===== src/rtl/seq_alu.sv =====
// Handshaked sequential ALU: single-cycle ops plus iterative MUL/DIVU/REMU.
// Define SEQ_ALU_SIGNED_DIV_EN to enable signed DIV (13) and REM (14).
module seq_alu #(
   parameter int XLEN = 64,
   parameter int OP_W = 4
) (
   input  logic            clk,
   input  logic            rst_n,
   input  logic            in_valid,
   output logic            in_ready,
   input  logic [XLEN-1:0] a,
   input  logic [XLEN-1:0] b,
   input  logic [OP_W-1:0] op,
   output logic            out_valid,
   input  logic            out_ready,
   output logic [XLEN-1:0] result,
   output logic            zero,
   output logic            err
);

   localparam int SH = $clog2(XLEN);
   localparam logic [SH-1:0] LAST = SH'(XLEN - 1);

   localparam logic [OP_W-1:0] OP_ADD  = OP_W'(0);
   localparam logic [OP_W-1:0] OP_SUB  = OP_W'(1);
   localparam logic [OP_W-1:0] OP_AND  = OP_W'(2);
   localparam logic [OP_W-1:0] OP_OR   = OP_W'(3);
   localparam logic [OP_W-1:0] OP_XOR  = OP_W'(4);
   localparam logic [OP_W-1:0] OP_SLL  = OP_W'(5);
   localparam logic [OP_W-1:0] OP_SRL  = OP_W'(6);
   localparam logic [OP_W-1:0] OP_SRA  = OP_W'(7);
   localparam logic [OP_W-1:0] OP_SLT  = OP_W'(8);
   localparam logic [OP_W-1:0] OP_SLTU = OP_W'(9);
   localparam logic [OP_W-1:0] OP_MUL  = OP_W'(10);
   localparam logic [OP_W-1:0] OP_DIVU = OP_W'(11);
   localparam logic [OP_W-1:0] OP_REMU = OP_W'(12);
   localparam logic [OP_W-1:0] OP_DIV  = OP_W'(13);
   localparam logic [OP_W-1:0] OP_REM  = OP_W'(14);
   localparam logic [OP_W-1:0] OP_RSV  = OP_W'(15);

   typedef enum logic [1:0] {
      S_IDLE,
      S_BUSY,
      S_DONE
   } state_t;

   state_t state, nstate;

   logic [XLEN-1:0] acc_q, x_q, y_q, res_q;
   logic [XLEN-1:0] alu_res, acc_n, x_n, fin;
   logic [XLEN:0]   rem_sh, diff;
   logic [OP_W-1:0] op_q;
   logic [SH-1:0]   cnt;
   logic            err_q;
   logic            div_op, iter_op, illegal, dz;

`ifdef SEQ_ALU_SIGNED_DIV_EN
   logic            sgn_op, nq_q, nr_q;
   logic [XLEN-1:0] a_mag, b_mag;

   assign sgn_op = (op == OP_DIV) || (op == OP_REM);
   assign a_mag  = a[XLEN-1] ? -a : a;
   assign b_mag  = b[XLEN-1] ? -b : b;
`endif

   always_comb begin
      alu_res = '0;
      case (op)
         OP_ADD:  alu_res = a + b;
         OP_SUB:  alu_res = a - b;
         OP_AND:  alu_res = a & b;
         OP_OR:   alu_res = a | b;
         OP_XOR:  alu_res = a ^ b;
         OP_SLL:  alu_res = a << b[SH-1:0];
         OP_SRL:  alu_res = a >> b[SH-1:0];
         OP_SRA:  alu_res = $signed(a) >>> b[SH-1:0];
         OP_SLT:  alu_res = {{(XLEN-1){1'b0}}, $signed(a) < $signed(b)};
         OP_SLTU: alu_res = {{(XLEN-1){1'b0}}, a < b};
         default: alu_res = '0;
      endcase
   end

   always_comb begin
      div_op  = (op == OP_DIVU) || (op == OP_REMU);
      illegal = (op == OP_RSV);
`ifdef SEQ_ALU_SIGNED_DIV_EN
      div_op  = div_op || (op == OP_DIV) || (op == OP_REM);
`else
      illegal = illegal || (op == OP_DIV) || (op == OP_REM);
`endif
      dz      = div_op && (b == '0);
      iter_op = (op == OP_MUL) || (div_op && (b != '0));
   end

   // acc holds product (MUL) or partial remainder; x is multiplicand or quotient
   always_comb begin
      rem_sh = {acc_q, x_q[XLEN-1]};
      diff   = rem_sh - {1'b0, y_q};
      if (op_q == OP_MUL) begin
         acc_n = acc_q + (y_q[0] ? x_q : '0);
         x_n   = x_q << 1;
      end else if (!diff[XLEN]) begin
         acc_n = diff[XLEN-1:0];
         x_n   = {x_q[XLEN-2:0], 1'b1};
      end else begin
         acc_n = rem_sh[XLEN-1:0];
         x_n   = {x_q[XLEN-2:0], 1'b0};
      end
   end

   always_comb begin
      fin = acc_n;
      if (op_q == OP_DIVU) fin = x_n;
`ifdef SEQ_ALU_SIGNED_DIV_EN
      if (op_q == OP_DIV) fin = nq_q ? -x_n : x_n;
      if (op_q == OP_REM) fin = nr_q ? -acc_n : acc_n;
`endif
   end

   always_ff @(posedge clk or negedge rst_n) begin
      if (!rst_n) begin
         acc_q <= '0;
         x_q   <= '0;
         y_q   <= '0;
         res_q <= '0;
         op_q  <= '0;
         cnt   <= '0;
         err_q <= 1'b0;
`ifdef SEQ_ALU_SIGNED_DIV_EN
         nq_q  <= 1'b0;
         nr_q  <= 1'b0;
`endif
      end else begin
         case (state)
            S_IDLE: begin
               if (in_valid) begin
                  op_q  <= op;
                  cnt   <= '0;
                  err_q <= illegal;
                  unique case (1'b1)
                     illegal: res_q <= '0;
                     dz: res_q <= ((op == OP_REMU) || (op == OP_REM)) ? a : '1;
                     iter_op: begin
                        acc_q <= '0;
                        x_q   <= a;
                        y_q   <= b;
`ifdef SEQ_ALU_SIGNED_DIV_EN
                        if (sgn_op) begin
                           x_q <= a_mag;
                           y_q <= b_mag;
                        end
                        nq_q <= sgn_op && (a[XLEN-1] ^ b[XLEN-1]);
                        nr_q <= sgn_op && a[XLEN-1];
`endif
                     end
                     default: res_q <= alu_res;
                  endcase
               end
            end
            S_BUSY: begin
               acc_q <= acc_n;
               x_q   <= x_n;
               y_q   <= (op_q == OP_MUL) ? (y_q >> 1) : y_q;
               cnt   <= cnt + SH'(1);
               if (cnt == LAST) res_q <= fin;
            end
            default: ;
         endcase
      end
   end

   always_ff @(posedge clk or negedge rst_n) begin
      if (!rst_n) state <= S_IDLE;
      else        state <= nstate;
   end

   always_comb begin
      nstate = state;
      case (state)
         S_IDLE: if (in_valid) nstate = iter_op ? S_BUSY : S_DONE;
         S_BUSY: if (cnt == LAST) nstate = S_DONE;
         S_DONE: if (out_ready) nstate = S_IDLE;
         default: nstate = S_IDLE;
      endcase
   end

   always_comb begin
      in_ready  = (state == S_IDLE);
      out_valid = (state == S_DONE);
      result    = res_q;
      zero      = (res_q == '0);
      err       = err_q;
   end

endmodule


===== config.mk =====
export PLATFORM = sky130hd
export DESIGN_NAME = seq_alu
export DESIGN_NICKNAME = d
export VERILOG_FILES = /design/src/rtl/seq_alu.sv
export SDC_FILE = /design/constraint.sdc
export NUM_CORES = 2
export LEC_CHECK = 0
export CORE_MARGIN = 5
export CORE_UTILIZATION = 40
export DETAILED_ROUTE_END_ITERATION = 10
export DONT_BUFFER_PORTS = 1
export SLEW_MARGIN = 20
export SYNTH_ARGS = -nofsm -noshare
export SYNTH_HDL_FRONTEND = slang
export SYNTH_SLANG_ARGS = --single-unit

===== constraint.sdc =====
create_clock -name clk -period 4.4 [get_ports clk]
set_input_delay 0.44 -clock clk [delete_from_list [all_inputs] [get_ports clk]]
set_output_delay 0.44 -clock clk [all_outputs]
set_load 0.005 [all_outputs]

### Word-level counts from Yosys, hierarchy flattened

Index checks and enable logic that the tools add are counted.

| word-level totals | value |
|---|---|
| flip-flop bits (word level) | 269 |
| word-level logic and storage cells | 95 |

| operators by class | value |
|---|---|
| $add $sub $neg | 5 |
| order comparisons | 2 |
| equal/unequal tests | 26 |
| shift-type cells | 3 |
| mux-type cells | 29 |
| bitwise operators | 3 |
| reductions and logical operators | 19 |

Operator list:

| cell | count |
|---|---|
| $mux 64 | 14 |
| $pmux 64 s10 | 1 |
| $pmux 64 s2 | 4 |
| $pmux 64 s3 | 1 |
| $add 64x64->64 | 2 |
| $logic_not 64->1 | 2 |
| $lt 64x64->1 | 2 |
| $sub 65x64->65 | 1 |
| $and 64x64->64 | 1 |
| $or 64x64->64 | 1 |
| $reduce_bool 64->1 | 1 |
| $shl 64x6->64 | 1 |
| $shr 64x6->64 | 1 |
| $sshr 64x6->64 | 1 |
| $sub 64x64->64 | 1 |
| $xor 64x64->64 | 1 |
| $eq 4x4->1 const B | 10 |
| $eq 4x3->1 const B | 4 |
| $pmux 6 s2 | 1 |
| $eq 4x2->1 const B | 2 |
| $mux 2 | 4 |
| $ne 2x2->1 const B | 4 |
| $reduce_and 4->1 | 2 |
| $add 6x1->6 const B | 1 |
| 15 further kinds | 24 |

### Logic depth before layout (Yosys ltp)

| depth | value |
|---|---|
| word-level depth | 7 |
| mapped depth | 21 |

### Least setup slack after synthesis

No wires, ideal clock.

| path | value |
|---|---|
| path kind | input -> register |
| start point | in b[3] |
| end point | reg res_q[55] (netlist: result[55]) |
| arrival time | 4.502 ns |
| slack | -0.232 ns |
| stages on the path | 21 |
| path through | buf_2 > inv_2 > buf_2 > buf_2 > buf_2 > buf_1 > buf_1 > ha_1 > buf_2 > nor2_1 > a21oi_1 > nand3b_1 > a211o_1 > a211oi_2 > o21ai_0 > a2111oi_2 > o41ai_1 > a21oi_1 > mux2i_1 > o32ai_1 > a21oi_1 |

| on the way | value |
|---|---|
| word-level cells in the longest chain between the ends | 6 |
| elaborated cells between the ends (all ways) | 16 |
| classes of those cells | 2 x add/sub; 1 x eq/ne; 3 x shift; 4 x mux; 6 x reduce/logical |

Ends and longest elaborated chain:

| element | RTL line | source |
|---|---|---|
| start, declared | 12 | `input logic [XLEN-1:0] b,` |
| branches (longest 6 deep; another with $sub 64x64->64) | n/a |  |
| end signal, assigned | 142 | `dz: res_q <= ((op == OP_REMU) \|\| (op == OP_REM)) ? a : '1;` |
| end signal, assigned | 156 | `default: res_q <= alu_res;` |
| end signal, assigned | 165 | `if (cnt == LAST) res_q <= fin;` |
| end, declared | 49 | `logic [XLEN-1:0] acc_q, x_q, y_q, res_q;` |

Several ways; the timed one is not identified. The select of a mux whose other input is x is not followed.
A chain may end at the register's enable or synchronous reset.

### Final worst setup path

| path | value |
|---|---|
| start point | reg y_q[0] |
| end point | reg res_q[53] (netlist: result[53]) |

| on the way | value |
|---|---|
| word-level cells in the longest chain between the ends | 6 |
| elaborated cells between the ends (all ways) | 8 |
| classes of those cells | 2 x add/sub; 6 x mux |

Ends and longest elaborated chain:

| element | RTL line | source |
|---|---|---|
| start, declared | 49 |  |
| start signal, assigned | 163 | `y_q <= (op_q == OP_MUL) ? (y_q >> 1) : y_q;` |
| $sub 65x64->65 or $mux 64 (tied branches) | 98, 100 |  |
| $mux 64 or $add 64x64->64 (tied branches) | 102, 100 |  |
| $mux 64 * | 99 | `if (op_q == OP_MUL) begin` |
| $mux 64 * | 113 | `if (op_q == OP_DIVU) fin = x_n;` |
| $mux 64 * | 165 |  |
| $pmux 64 s2 * | 134 | `case (state)` |

Mark *: on every way between the ends. The rest lies on a longest branch, timed or not. The select of a mux whose other input is x is not followed.

==> results by stage <==
Run status:
- The run finished, with violations left.
- The final reports fail on hold timing.

Setup path:
- STA classifies the critical path endpoint as a register.
- The signal on the critical path passes through buf_4 > and2_1 > ha_1 > o21ai_0 > or4_1 > nand4_1 > nand2_1 > and3b_1 > or4b_1 > a21oi_1 > buf_4 > nor2b_1 > xnor2_1 > o21ai_1 > buf_4 > a211oi_1.
- The standard cell with the maximum stage delay on the critical path is sky130_fd_sc_hd__or4b_1.
- The total stage count of the critical path is 16.
- Along the worst path, the maximum fanout reaches 18.
- The category of the worst setup path launch point is a register.
- In this design, the stage delay of the slowest critical-path cell is 0.58 ns.
- Together, buffers and inverters on the worst path number 3.
- The data arrival time of the critical path is 4.69 ns.
- The critical path is of the reg2reg type.
- The path depth of the worst reg2reg path is 16.
- STA puts the critical path data required time at 4.84 ns.
- The cell family contributing the most delay on the critical path is simple AND/OR/NAND/NOR gates.
- The library cell appearing most often on the critical path is sky130_fd_sc_hd__buf_4.

Synth:
- The number of distinct library cell variants in the gate-level netlist after synthesis is 108.
- For this run, the leading register cell type out of synthesis is sky130_fd_sc_hd__dfrtp_1.
- The net count after synthesis is 6492.
- Counting flops with an async set or reset pin after synthesis yields a share of 100%.
- Each instance of the synthesized netlist takes up on average 6.98 um^2.
- The gate count of the mapped netlist is 6025.
- During synthesis, Yosys emitted a total of 0 warnings.
- The flip-flop and latch count after synthesis is 269.
- Sequential elements use 16.0% of the synthesized area.
- Summing every instance area after synthesis gives 0.0421 mm^2.
- The count of flip-flops with a built-in enable after synthesis is 0.

Layout:
- In the final layout, flip-flops and latches occupy 0.00673 mm^2.
- The proportion of layout cells with a drive suffix above 1 is 12.4%.
- The end-of-flow core utilization is 44.9%.
- Fill cells in the final layout number 11.1k.
- The number of standard cells in the layout, taps in and fillers out is 7515.
- The area growth from synthesis to layout is 11.7%.
- The multi-input combinational cell area is 0.0326 mm^2.
- The number of nets in the final layout is 6563.

Clocking:
- The insertion delay to the later sink of the worst-skew pair is 0.57 ns.
- CTS built an H-tree with a depth of 1.
- The clock tree from TritonCTS is done.
- Counting along the longest clock path gives a buffer depth of 3.
- The number of clock sinks seen by CTS is 269.
- The root cell of the clock tree is sky130_fd_sc_hd__clkbuf_16.
- The cts-stage hold buffer count is 1.
- The number of clock buffers added by TritonCTS is 26.
- Clock-pin slew was measured on the worst setup and hold paths at 0.07 ns.
- The post-CTS setup buffer count is 0.

STA:
- The transition time at the pin with the least slew margin is 1.32 ns.
- The normalized max-slew margin is 11.3%.
- The minimum clock period is 4.24 ns.
- Timing would allow up to 236 MHz.
- Setup violations remaining at the end of the flow were counted as 0.
- The setup clock skew after layout is 0.0174 ns.
- The number of slew-limit violations in the final report is 0.
- The total count of hold-check failures in the final report was 269.
- The final critical path takes up 96.5% of the cycle.
- The worst slack on hold paths is -0.422 ns.
- After routing, the total negative slack on setup checks comes to 0 ns.

Place:
- The quantity of I/O buffers inserted on ports is 0.
- Detailed placement ended at an HPWL of 203000 um.
- The placed cell count is 7457.
- The routability congestion estimate from global placement is 1.05.

Route:
- The count of routing violations after the opening detailed-route iteration is 6981.
- After detailed routing, the total wire length is 253000 um.
- The first detailed-routing pass ran for 6 iterations.
- After detailed routing, the average wire length per cell comes to 33.7 um.
- The remaining antenna violation count after routing is 0.
- In the routed design, unresolved DRC markers number 0.
- The number of vias after detailed routing is 51.0k.
- After detailed routing, the number of vias per cell comes to 6.78.

Global routing:
- The total routing resource utilization after global routing is 42.9%.
- The number of global-route vias before repair is 47.2k.
- The wire length of the first global-routing pass is 353000 um.
- Entering global routing, the biggest net connects 270 pins.
- The remaining global-route overflow is 0.
- The initial antenna violation count is 17.

Die:
- The initial utilization of the core area, before any placement, comes to 40.1%.
- The die covers 0.112 mm^2.
- The floorplan step set the die width to 334 um.
- For this design the top-level I/O count stands at 204.
- The height of the die is 334 um.
- In this run the standard cell core region covers 0.105 mm^2.
- The site row count is 119.

Hold path:
- The type of the most critical hold path is in2async.

Run:
- Across the run, the number of max-cap violations was 0.

Power and ir drop:
- The power after layout is 0.0241 W.
- In this run the power density over the cells is 512 mW/mm^2.
- The worst ir drop on vdd is 0.000409 V.
- The analysis attributes to cell leakage a power of 20.2 nW.
==> flip-flops by register name (all words and copies together) (netlist names) <==
name and count:
acc_q 64, cnt 6, err 1, op_q 4, result 64, state 2, x_q 64, y_q 64
==> repair_timing <==
action	CTS	global route
endpoints found under the hold margin	270	269
gates cloned	0	0
setup endpoints to repair	5	34
resized for setup	2	20
==> layout by cell type (no fill, tap or decap), types with 40 or more instances in the layout <==
cell type / count
sky130_fd_sc_hd__nand3_1: 70
sky130_fd_sc_hd__dfrtp_1: 269
sky130_fd_sc_hd__inv_1: 285
sky130_fd_sc_hd__a31oi_1: 46
sky130_fd_sc_hd__buf_4: 474
sky130_fd_sc_hd__o21a_1: 40
sky130_fd_sc_hd__a21oi_1: 749
sky130_fd_sc_hd__a221oi_1: 53
sky130_fd_sc_hd__nor3_1: 130
sky130_fd_sc_hd__o211ai_1: 70
sky130_fd_sc_hd__xnor2_1: 80
sky130_fd_sc_hd__nand2_1: 573
sky130_fd_sc_hd__nor2_1: 818
sky130_fd_sc_hd__mux2i_1: 160
sky130_fd_sc_hd__o21ai_0: 489
sky130_fd_sc_hd__o221ai_1: 63
sky130_fd_sc_hd__nand4_1: 86
sky130_fd_sc_hd__nor4_1: 73
sky130_fd_sc_hd__ha_1: 327
sky130_fd_sc_hd__a21o_1: 90
sky130_fd_sc_hd__xor2_1: 52
sky130_fd_sc_hd__o21bai_1: 54
sky130_fd_sc_hd__mux4_2: 72
sky130_fd_sc_hd__o22ai_1: 48
sky130_fd_sc_hd__and2_1: 84
sky130_fd_sc_hd__a211oi_1: 164
==> worst paths after layout <==
check	from	slack (ns)	to
setup / recovery	y_q[0]	0.16	result[53]
hold / removal	rst_n	-0.42	x_q[56]
setup reg to reg	y_q[0]	0.16	result[53]
hold reg to reg	cnt[5]	0.51	cnt[5]
max in group asynchronous	rst_n	4.09	acc_q[2]
min in group clk	op[1]	0.03	op_q[1]
==> synth_stat cells (24+ instances only) <==
cell / instances / share of area [%]
sky130_fd_sc_hd__nor2_1: 820 / 7.3
sky130_fd_sc_hd__a21oi_1: 750 / 8.9
sky130_fd_sc_hd__nand2_1: 577 / 5.1
sky130_fd_sc_hd__o21ai_0: 498 / 5.9
sky130_fd_sc_hd__ha_1: 327 / 9.7
sky130_fd_sc_hd__clkbuf_1: 324 / 2.9
sky130_fd_sc_hd__inv_1: 285 / 2.5
sky130_fd_sc_hd__dfrtp_1: 269 / 16
sky130_fd_sc_hd__a211oi_1: 167 / 3.0
sky130_fd_sc_hd__mux2i_1: 161 / 3.8
sky130_fd_sc_hd__nor3_1: 134 / 1.6
sky130_fd_sc_hd__a21o_1: 91 / 1.6
sky130_fd_sc_hd__nand4_1: 86 / 1.3
sky130_fd_sc_hd__and2_1: 84 / 1.2
sky130_fd_sc_hd__xnor2_1: 80 / 1.7
sky130_fd_sc_hd__nor4_1: 77 / 1.1
sky130_fd_sc_hd__mux4_2: 72 / 3.9
sky130_fd_sc_hd__nand3_1: 72 / 0.86
sky130_fd_sc_hd__o211ai_1: 70 / 1.2
sky130_fd_sc_hd__o221ai_1: 63 / 1.3
sky130_fd_sc_hd__buf_2: 57 / 0.68
sky130_fd_sc_hd__buf_1: 55 / 0.49
sky130_fd_sc_hd__o21bai_1: 54 / 0.96
sky130_fd_sc_hd__a221oi_1: 53 / 1.1
sky130_fd_sc_hd__xor2_1: 52 / 1.1
sky130_fd_sc_hd__o22ai_1: 48 / 0.71
sky130_fd_sc_hd__a31oi_1: 46 / 0.68
sky130_fd_sc_hd__o31ai_1: 41 / 0.73
sky130_fd_sc_hd__nor2b_1: 40 / 0.59
sky130_fd_sc_hd__o21a_1: 40 / 0.71
sky130_fd_sc_hd__mux2_2: 39 / 1.0
sky130_fd_sc_hd__a22o_1: 35 / 0.73
sky130_fd_sc_hd__nand2b_1: 29 / 0.43
sky130_fd_sc_hd__o2111ai_1: 24 / 0.50
==> report_power, final <==
part,internal (W),switching [W],leakage [nW],total [W]
Sequential,0.00357,0.00171,3.27,0.00528
Clock,0.00128,0.00113,0.430,0.00241
Combinational,0.00577,0.0106,16.5,0.0164
Total,0.0106,0.0134,20.2,0.0241
==> area by class of cell <==
type	instances	share of cell area, %
antenna	9	0.0479
clock buffer	35	1.61
clock inverter	12	0.232
inverter	292	2.34
multi-input combinational	5012	69.3
sequential	269	14.3
tap	1391	3.70
timing repair buffer	495	8.44
==> worst register-to-register path, stage by stage, from the launching register on <==
cell                       delay, ns
sky130_fd_sc_hd__dfrtp_1        0.42
sky130_fd_sc_hd__buf_4          0.22
sky130_fd_sc_hd__and2_1         0.17
sky130_fd_sc_hd__ha_1           0.39
sky130_fd_sc_hd__o21ai_0        0.15
sky130_fd_sc_hd__or4_1          0.51
sky130_fd_sc_hd__nand4_1        0.19
sky130_fd_sc_hd__nand2_1        0.12
sky130_fd_sc_hd__and3b_1        0.26
sky130_fd_sc_hd__or4b_1         0.58
sky130_fd_sc_hd__a21oi_1        0.18
sky130_fd_sc_hd__buf_4          0.15
sky130_fd_sc_hd__nor2b_1        0.06
sky130_fd_sc_hd__xnor2_1        0.12
sky130_fd_sc_hd__o21ai_1        0.36
sky130_fd_sc_hd__buf_4          0.19
sky130_fd_sc_hd__a211oi_1       0.06
==> cell families after synthesis <==
family,Yosys count,synth area share (%)
xor+xnor,132,2.75
mux,272,8.73
simple gates,2025,21.5
compound gates,2252,34.1
flops,269,16.0
buf+inv,744,7.03
fa+ha+maj,331,9.91
==> per-stage QoR <==
stage               worst slack [ns]  cell area (um^2)  hold WS, ns
floorplan                    0.00775             42100        0.144
global placement              -0.313             46000        0.151
detailed placement            -0.366             46000        0.149
CTS                           0.0134             46900       -0.452
global route                -0.00967             47000       -0.446
finish                         0.155             47000       -0.422
==> layer usage <==
metal / global-route usage (%) / share of wire [%] / vias up
met1: 59.2 / 41 / 24800
met5: 0 / 0.026 / -
met4: 20.5 / 6.1 / 12
met2: 61.3 / 40 / 3306
met3: 12.8 / 13 / 552
li1: - / - / 22300
(Power assumes the default switching activity.)
